File: src/rtl/cpu_ctrl_fsm_if.sv
// Data-memory handshake between the multi-cycle control unit and data memory.
// The controller raises mem_rd/mem_wr and holds them until memory returns mem_ready.
interface cpu_ctrl_fsm_if;
    logic mem_rd;
    logic mem_wr;
    logic mem_ready;

    modport master (
        output mem_rd,
        output mem_wr,
        input  mem_ready
    );

    modport slave (
        input  mem_rd,
        input  mem_wr,
        output mem_ready
    );
endinterface

File: src/rtl/cpu_ctrl_fsm.sv
// Multi-cycle control unit for the 16-bit datapath: fetch/decode/execute/memory/writeback
// sequencing, halt/resume, memory-timeout bus error and a retired-instruction counter.
module cpu_ctrl_fsm #(
    parameter int MEM_TIMEOUT = 15,
    parameter int CNT_W       = 16
) (
    input  logic             clk,
    input  logic             rst,
    input  logic             run,
    input  logic             resume,
    input  logic [4:0]       opfn,
    input  logic             zero,
    cpu_ctrl_fsm_if.master   mem,
    output logic             ir_load,
    output logic             pc_inc,
    output logic             pc_branch,
    output logic             rf_we,
    output logic             wb_sel_mem,
    output logic             alu_src_imm,
    output logic [2:0]       alu_op,
    output logic             halted,
    output logic             bus_err,
    output logic             illegal,
    output logic [CNT_W-1:0] retired,
    output logic [2:0]       state
);

    // state  | meaning
    // IDLE   | waiting for run
    // FETCH  | load IR from instruction memory
    // DECODE | dispatch on opfn; NOP/illegal retire here
    // EXEC   | ALU operation
    // MEM    | data-memory access, waiting on mem_ready
    // WB     | register-file write, PC increment
    // BRANCH | BEQ/JMP PC update
    // HALT   | stopped until resume (blocked by bus_err)
    typedef enum logic [2:0] {
        S_IDLE   = 3'd0,
        S_FETCH  = 3'd1,
        S_DECODE = 3'd2,
        S_EXEC   = 3'd3,
        S_MEM    = 3'd4,
        S_WB     = 3'd5,
        S_BRANCH = 3'd6,
        S_HALT   = 3'd7
    } state_t;

    localparam logic [4:0] OP_NOP  = 5'b00000;
    localparam logic [4:0] OP_ADD  = 5'b00001;
    localparam logic [4:0] OP_SUB  = 5'b00010;
    localparam logic [4:0] OP_AND  = 5'b00011;
    localparam logic [4:0] OP_OR   = 5'b00100;
    localparam logic [4:0] OP_XOR  = 5'b00101;
    localparam logic [4:0] OP_ADDI = 5'b00110;
    localparam logic [4:0] OP_LD   = 5'b01000;
    localparam logic [4:0] OP_ST   = 5'b01001;
    localparam logic [4:0] OP_BEQ  = 5'b01010;
    localparam logic [4:0] OP_JMP  = 5'b01011;
    localparam logic [4:0] OP_HALT = 5'b11111;

    localparam logic [2:0] ALU_ADD = 3'd0;
    localparam logic [2:0] ALU_SUB = 3'd1;
    localparam logic [2:0] ALU_AND = 3'd2;
    localparam logic [2:0] ALU_OR  = 3'd3;
    localparam logic [2:0] ALU_XOR = 3'd4;

    localparam logic [7:0] WAIT_LAST = 8'(MEM_TIMEOUT - 1);

    state_t           state_q;
    state_t           state_d;
    logic             bus_err_q;
    logic             set_bus_err;
    logic [7:0]       wait_cnt;
    logic [CNT_W-1:0] retired_q;

    logic             is_alu;
    logic             is_addi;
    logic             is_ld;
    logic             is_st;
    logic             is_branch;
    logic             is_jmp;
    logic             is_halt;
    logic             is_nop;
    logic [2:0]       alu_fn;

    logic             mem_rd_c;
    logic             mem_wr_c;

    always_comb begin
        is_alu    = 1'b0;
        is_addi   = 1'b0;
        is_ld     = 1'b0;
        is_st     = 1'b0;
        is_branch = 1'b0;
        is_jmp    = 1'b0;
        is_halt   = 1'b0;
        is_nop    = 1'b0;
        alu_fn    = ALU_ADD;
        case (opfn)
            OP_NOP:  is_nop = 1'b1;
            OP_ADD:  begin is_alu = 1'b1; alu_fn = ALU_ADD; end
            OP_SUB:  begin is_alu = 1'b1; alu_fn = ALU_SUB; end
            OP_AND:  begin is_alu = 1'b1; alu_fn = ALU_AND; end
            OP_OR:   begin is_alu = 1'b1; alu_fn = ALU_OR;  end
            OP_XOR:  begin is_alu = 1'b1; alu_fn = ALU_XOR; end
            OP_ADDI: begin is_addi = 1'b1; alu_fn = ALU_ADD; end
            OP_LD:   is_ld = 1'b1;
            OP_ST:   is_st = 1'b1;
            OP_BEQ:  is_branch = 1'b1;
            OP_JMP:  begin is_branch = 1'b1; is_jmp = 1'b1; end
            OP_HALT: is_halt = 1'b1;
            default: ;
        endcase
    end

    always_ff @(posedge clk) begin
        if (rst) begin
            state_q   <= S_IDLE;
            bus_err_q <= 1'b0;
            wait_cnt  <= '0;
            retired_q <= '0;
        end else begin
            state_q <= state_d;
            if (set_bus_err) begin
                bus_err_q <= 1'b1;
            end
            // Staying in MEM means this was a not-ready cycle; any exit clears it.
            if (state_q == S_MEM && state_d == S_MEM) begin
                wait_cnt <= wait_cnt + 8'd1;
            end else begin
                wait_cnt <= '0;
            end
            if (pc_inc || pc_branch) begin
                retired_q <= retired_q + CNT_W'(1);
            end
        end
    end

    always_comb begin
        state_d     = state_q;
        set_bus_err = 1'b0;
        ir_load     = 1'b0;
        pc_inc      = 1'b0;
        pc_branch   = 1'b0;
        rf_we       = 1'b0;
        wb_sel_mem  = 1'b0;
        alu_src_imm = 1'b0;
        alu_op      = ALU_ADD;
        mem_rd_c    = 1'b0;
        mem_wr_c    = 1'b0;
        halted      = 1'b0;
        illegal     = 1'b0;
        case (state_q)
            S_IDLE: begin
                if (run) begin
                    state_d = S_FETCH;
                end
            end
            S_FETCH: begin
                ir_load = 1'b1;
                state_d = S_DECODE;
            end
            S_DECODE: begin
                if (is_alu || is_addi) begin
                    state_d = S_EXEC;
                end else if (is_ld || is_st) begin
                    state_d = S_MEM;
                end else if (is_branch) begin
                    state_d = S_BRANCH;
                end else if (is_halt) begin
                    state_d = S_HALT;
                end else begin
                    pc_inc  = 1'b1;
                    illegal = !is_nop;
                    state_d = S_FETCH;
                end
            end
            S_EXEC: begin
                alu_op      = alu_fn;
                alu_src_imm = is_addi;
                state_d     = S_WB;
            end
            S_WB: begin
                rf_we       = 1'b1;
                pc_inc      = 1'b1;
                wb_sel_mem  = is_ld;
                alu_op      = alu_fn;
                alu_src_imm = is_addi || is_ld;
                state_d     = S_FETCH;
            end
            S_MEM: begin
                alu_op      = ALU_ADD;
                alu_src_imm = 1'b1;
                mem_rd_c    = is_ld;
                mem_wr_c    = !is_ld;
                if (mem.mem_ready) begin
                    if (is_ld) begin
                        state_d = S_WB;
                    end else begin
                        pc_inc  = 1'b1;
                        state_d = S_FETCH;
                    end
                // wait_cnt counts earlier not-ready cycles, so this is the MEM_TIMEOUT-th one.
                end else if (wait_cnt == WAIT_LAST) begin
                    set_bus_err = 1'b1;
                    state_d     = S_HALT;
                end
            end
            S_BRANCH: begin
                alu_op = ALU_SUB;
                if (is_jmp || zero) begin
                    pc_branch = 1'b1;
                end else begin
                    pc_inc = 1'b1;
                end
                state_d = S_FETCH;
            end
            S_HALT: begin
                halted = 1'b1;
                if (resume && !bus_err_q) begin
                    pc_inc  = 1'b1;
                    state_d = S_FETCH;
                end
            end
            default: state_d = S_IDLE;
        endcase
    end

    assign mem.mem_rd = mem_rd_c;
    assign mem.mem_wr = mem_wr_c;
    assign bus_err    = bus_err_q;
    assign retired    = retired_q;
    assign state      = 3'(state_q);

endmodule

File: src/flat_wrapper.sv
// flat-port wrapper written by rule: the top's interface ports become plain ports
module cpu_ctrl_fsm_flat 
#(
    parameter int MEM_TIMEOUT = 15,
    parameter int CNT_W       = 16
)
  (clk, rst, run, resume, opfn, zero, ir_load, pc_inc, pc_branch, rf_we, wb_sel_mem, alu_src_imm, alu_op, halted, bus_err, illegal, retired, state, mem_mem_rd, mem_mem_wr, mem_mem_ready);
  cpu_ctrl_fsm_if mem_i ();
  input  logic clk;
  input  logic rst;
  input  logic run;
  input  logic resume;
  input  logic [4:0] opfn;
  input  logic zero;
  output logic ir_load;
  output logic pc_inc;
  output logic pc_branch;
  output logic rf_we;
  output logic wb_sel_mem;
  output logic alu_src_imm;
  output logic [2:0] alu_op;
  output logic halted;
  output logic bus_err;
  output logic illegal;
  output logic [CNT_W-1:0] retired;
  output logic [2:0] state;
  output wire logic [$bits(mem_i.mem_rd)-1:0] mem_mem_rd;
  output wire logic [$bits(mem_i.mem_wr)-1:0] mem_mem_wr;
  input wire logic [$bits(mem_i.mem_ready)-1:0] mem_mem_ready;
  assign mem_mem_rd = mem_i.mem_rd;
  assign mem_mem_wr = mem_i.mem_wr;
  assign mem_i.mem_ready = mem_mem_ready;
  cpu_ctrl_fsm #(.MEM_TIMEOUT(MEM_TIMEOUT), .CNT_W(CNT_W)) u_core (.clk(clk), .rst(rst), .run(run), .resume(resume), .opfn(opfn), .zero(zero), .mem(mem_i), .ir_load(ir_load), .pc_inc(pc_inc), .pc_branch(pc_branch), .rf_we(rf_we), .wb_sel_mem(wb_sel_mem), .alu_src_imm(alu_src_imm), .alu_op(alu_op), .halted(halted), .bus_err(bus_err), .illegal(illegal), .retired(retired), .state(state));
endmodule
File: config.mk
export PLATFORM = sky130hd
export DESIGN_NAME = cpu_ctrl_fsm_flat
export DESIGN_NICKNAME = d
export VERILOG_FILES = /design/src/rtl/cpu_ctrl_fsm_if.sv /design/src/rtl/cpu_ctrl_fsm.sv /design/src/flat_wrapper.sv
export SDC_FILE = /design/constraint.sdc
export NUM_CORES = 1
export LEC_CHECK = 0
export CELL_PAD_IN_SITES_DETAIL_PLACEMENT = 1
export CELL_PAD_IN_SITES_GLOBAL_PLACEMENT = 1
export CORE_ASPECT_RATIO = 0.8
export CORE_MARGIN = 5
export CORE_UTILIZATION = 39
export DETAILED_ROUTE_END_ITERATION = 10
export PLACE_DENSITY_LB_ADDON = 0.15
export SYNTH_ARGS = -nofsm -noshare
export SYNTH_HDL_FRONTEND = slang
export SYNTH_SLANG_ARGS = --single-unit
File: constraint.sdc
create_clock -name clk -period 4.2 [get_ports clk]
set_input_delay 0.63 -clock clk [delete_from_list [all_inputs] [get_ports clk]]
set_output_delay 0.63 -clock clk [all_outputs]
set_load 0.005 [all_outputs]
; ---- After elaboration in Yosys (flattened, before gate mapping)
; Index checks and enable logic that the tools add are counted.
[totals]
word_cells = 90
register_bits = 28
in_bits = 11
out_inout_bits = 33
[op_classes]
bitwise_logic = 1
n_eq_ne = 20
mux = 46
reduce_logical = 17
n_addsub = 2
[op_table]
columns = operator, count
row1 = $mux 1, 32
row2 = $mux 3, 9
row3 = $pmux 3 s7, 1
row4 = $eq 5x4->1 const B, 4
row5 = $add 16x1->16 const B, 1
row6 = $eq 3x3->1 const B, 5
row7 = $eq 5x3->1 const B, 3
row8 = $pmux 3 s4, 1
row9 = $eq 5x2->1 const B, 2
row10 = $add 8x1->8 const B, 1
row11 = $eq 8x4->1 const B, 1
row12 = $reduce_or 2->1, 4
row13 = $eq 3x2->1 const B, 2
row14 = $pmux 3 s2, 1
row15 = $eq 5x1->1 const B, 1
row16 = $eq 5x5->1 const B, 1
row17 = $logic_not 5->1, 1
row18 = $logic_or 1x1->1, 5
row19 = $pmux 1 s5, 1
row20 = $reduce_or 5->1, 1
row21 = $eq 3x1->1 const B, 1
row22 = $logic_not 1->1, 3
row23 = $logic_not 3->1, 1
row24 = $pmux 1 s3, 1
row25 = other kinds (2), 3

; ---- Longest topological paths before layout
[logic_depth]
ltp_word = 11
mapped_depth = 8

; ---- Worst setup path after synthesis
; Ideal clock, no wire load.
[synth_path]
kind = input port to output port
from = in opfn[3]
to = out pc_inc
arrival_time_ps = 1776
setup_slack_ps = 1794
stages = 5
required_time_ps = 3570
cell_sequence = buf_2 > or3b_1 > o2111ai_4 > buf_4 > o21ai_0
[synth_between]
elab_chain_len = 7
elab_cells_between_ends = 31
[synth_rtl]
columns = element, line
row1 = from (decl), flat_wrapper.sv:13  ; input logic [4:0] opfn;
row2 = $eq 5x5->1 or $eq 5x4->1 (tied branches), cpu_ctrl_fsm.sv:99  ; case (opfn)
row3 = $mux 1 or $reduce_or 2->1 (tied branches), n/a
row4 = "$mux 1, on equally long branches", "cpu_ctrl_fsm.sv:170, cpu_ctrl_fsm.sv:99"
row5 = $mux 1, cpu_ctrl_fsm.sv:168  ; end else if (is_branch) begin
row6 = $mux 1, cpu_ctrl_fsm.sv:166  ; end else if (is_ld || is_st) begin
row7 = $mux 1, cpu_ctrl_fsm.sv:164  ; if (is_alu || is_addi) begin
row8 = $pmux 1 s5 (*), cpu_ctrl_fsm.sv:153  ; case (state_q)
row9 = to (decl), flat_wrapper.sv:16  ; output logic pc_inc;
; Every way passes the cells marked *; elsewhere a longest branch is shown, timed or not.

; ---- Worst setup path after layout
; Same ends and word-level chain as after synthesis.

==> impl_metrics.ini <==
[status]
outcome = finished clean

[global_routing]
grt-ovfl-total = 0
grt_pass1_wl_um = 7850
grt_antenna_before_repair = 0
grt_use_total_pct = 15.4
grt_start_max_net_pins = 22
first_global_vias = 1635

[floorplanning]
dieArea_um2 = 6230
ios = 44
placement_rows = 22
core-area_um2 = 4600
floorplan.die.height_um = 71.6
start_util_pct = 40.3
floorplan.die.width_um = 87.0

[clocking]
worstSkewPairLatency_ps = 280
cts.path.max_buffers = 2
htree_levels = 1
tritoncts.num_buffers = 3
cts_num_sinks = 28
post_cts_buffers = 0
ctsHoldBuffers = 0
cts_resized = 0
clockRootBuffer = sky130_fd_sc_hd__clkbuf_8
cts_tree = yes
cts.clk_slew.worst_paths_ps = 100

[cells_and_area]
final_layout_size_suffix_gt1_share_pct = 10.8
most_common_library_cell_in_the_layout_ignoring_fill_and_taps = sky130_fd_sc_hd__clkdlybuf4s50_1
areaGrowthSynthToFinish_pct = 27.0
antenna-diode-count = 0
layout_common_cells = sky130_fd_sc_hd__clkdlybuf4s50_1, sky130_fd_sc_hd__nor2_1, sky130_fd_sc_hd__dfxtp_1
finalNetCount = 275

[drt]
totalWireLength_um = 4670
detail_route.vias_per_cell = 5.43
dr_total_vias = 1738
drcViolationCount = 0
detailedRoute.firstPassIterationCount = 4
ant_nets = 0
drtIter0Drc = 79
routed_len_inst_um = 14.6

[place]
dpl_worst_slack_ps = 697
gpl.final_weighted_congestion = 0.779
detailedPlacementHpwl_um = 3620
port_buffers = 43

[hold_path]
hold_class = reg -> reg
min-delay-start = u_core.wait_cnt[0]

[synthesis]
synth_cell_area_um2 = 1850
synth-edff-count = 0
synth-warning-count = 0
post-synth-top-area-fraction_pct = 30.3
postSynthCellCount = 225
synth-seq-cells = 28
synth.top_cells.by_area = sky130_fd_sc_hd__dfxtp_1, sky130_fd_sc_hd__nor2_1, sky130_fd_sc_hd__mux2_4
synth_sequential_area_ratio_pct = 30.3
synth_async_sr_flop_share_pct = 0
synthesis.area_per_instance_um2 = 8.23
synth_area_leader_cell = sky130_fd_sc_hd__dfxtp_1
synth_cell_types = 46
synthesis.nets = 239
synth-main-ff-cell = sky130_fd_sc_hd__dfxtp_1

[setup_path]
worst_setup_path_startpoint = opfn[3]
worstPathMaxFanout = 11
timing.critical_path.arrival_ps = 2850
crit_path_max_incr_delay_ps = 650
cpMostUsedCell = sky130_fd_sc_hd__clkdlybuf4s50_1
critical_path.startpoint_type = input pin
crit_path_cell_trace = clkdlybuf4s50_1 > or3b_4 > o31ai_4 > nor2_1 > a211oi_1 > o21ai_0 > clkdlybuf4s50_1
regToRegStartpoint = u_core.state[2]
critPathRequiredTime_ps = 3570
crit_path_end_kind = output port
worst_path_max_delay_cell = sky130_fd_sc_hd__clkdlybuf4s50_1
criticalPathCategory = in -> out

[power_and_ir_drop]
power.density_nw_per_um2 = 229
design_power_total_uw = 539
standby_leakage_power_nw = 0.807
power.ir.vdd_worst_uv = 195

[sta]
grt_setup_unrepaired = false
final-hold-violation-count = 0
timing_max_transition_violations_final = 0
achievable-frequency_ghz = 0.287
post-route-period-util_pct = 82.9
post-route-worst-setup-slack_ps = 719
worst_setup_skew_after_layout_ps = 3.37
max_slew.worst_pin.slew_ps = 746
timing.max_slew.rel_slack_pct = 50.1
finalSetupViolCount = 0
fin_crit_ps = 3480
fin_tns_setup_ps = 0

[run]
max_cap_violations = 0
==> final timing paths <==
check / end / slack (ps) / cells past startpoint
hold / removal: u_core.wait_cnt[0] / 470 / 1
setup / recovery: pc_inc / 720 / 7
setup reg to reg: u_core.retired[7] / 2070 / 4
hold reg to reg: u_core.wait_cnt[0] / 470 / 1
==> per-stage QoR <==
stage               instance area [um2]  instances  utilization [%]  hold WS, ps
floorplan                          1850        225                -          430
global placement                   2280        316             49.6          445
detailed placement                 2280        316             49.6          452
CTS                                2350        320             51.2          477
global route                       2350        320             51.2          503
finish                             2350        320             51.2          472
==> metal layers <==
| metal | vias to the layer above | global-route usage, % | wire (um) | part of all wire [%] |
|---|---|---|---|---|
| li1 | 859 | - | - | - |
| met1 | 847 | 21.6 | 2250 | 48 |
| met2 | 30 | 25.0 | 2190 | 47 |
| met3 | 2 | 3.10 | 205 | 4.4 |
| met4 | 0 | 2.08 | 19 | 0.41 |
| met5 | - | 0 | 0 | 0 |
==> cell families after synthesis <==
family | count (synthesis) | share of synthesized area, %
AND/OR/NAND/NOR | 111 | 29.7
XOR/XNOR | 7 | 3.31
multiplexers | 15 | 10.7
flip-flops | 28 | 30.3
adder cells (fa/ha/maj) | 3 | 2.03
buffers and inverters | 18 | 5.74
AO/OA/AOI/OAI | 43 | 18.2
==> sequential cells by signal (all words and copies together) (netlist names) <==
name and count:
u_core.bus_err 1, u_core.retired 16, u_core.state 3, u_core.wait_cnt 8
==> cell type report <==
| type | instances | area (um2) |
|---|---|---|
| Clock buffer | 3 | 41.3 |
| Inverter | 4 | 15.0 |
| Timing Repair Buffer | 45 | 445 |
| Fill cell | 564 | 2240 |
| Clock inverter | 1 | 30.0 |
| Sequential cell | 28 | 561 |
| Multi-Input combinational cell | 179 | 1180 |
| Tap cell | 60 | 75.1 |
==> power by group <==
part	internal, mW	total (mW)	switching (mW)
combinational	0.0239	0.0542	0.0302
sequential	0.267	0.270	0.00303
clock	0.128	0.215	0.0875
total	0.418	0.539	0.121
==> cell usage after synthesis (6+ instances only) <==
| cell type | count |
|---|---|
| sky130_fd_sc_hd__a21oi_1 | 8 |
| sky130_fd_sc_hd__nor2_1 | 41 |
| sky130_fd_sc_hd__nor3_1 | 8 |
| sky130_fd_sc_hd__dfxtp_1 | 28 |
| sky130_fd_sc_hd__nand2_1 | 14 |
| sky130_fd_sc_hd__nand3_1 | 11 |
| sky130_fd_sc_hd__a21oi_2 | 8 |
| sky130_fd_sc_hd__o21ai_0 | 11 |
| sky130_fd_sc_hd__mux2_4 | 8 |
| sky130_fd_sc_hd__nor2b_1 | 18 |
| sky130_fd_sc_hd__mux2_1 | 6 |
| sky130_fd_sc_hd__clkbuf_1 | 6 |
==> critical path, delay by kind of cell <==
kind                   cells  cell delay, ps
and+or+nand+nor            2             530
buffers and inverters      2            1120
AOI/OAI and AO/OA          3             570
Note: power is estimated with default switching activity, not from simulation.
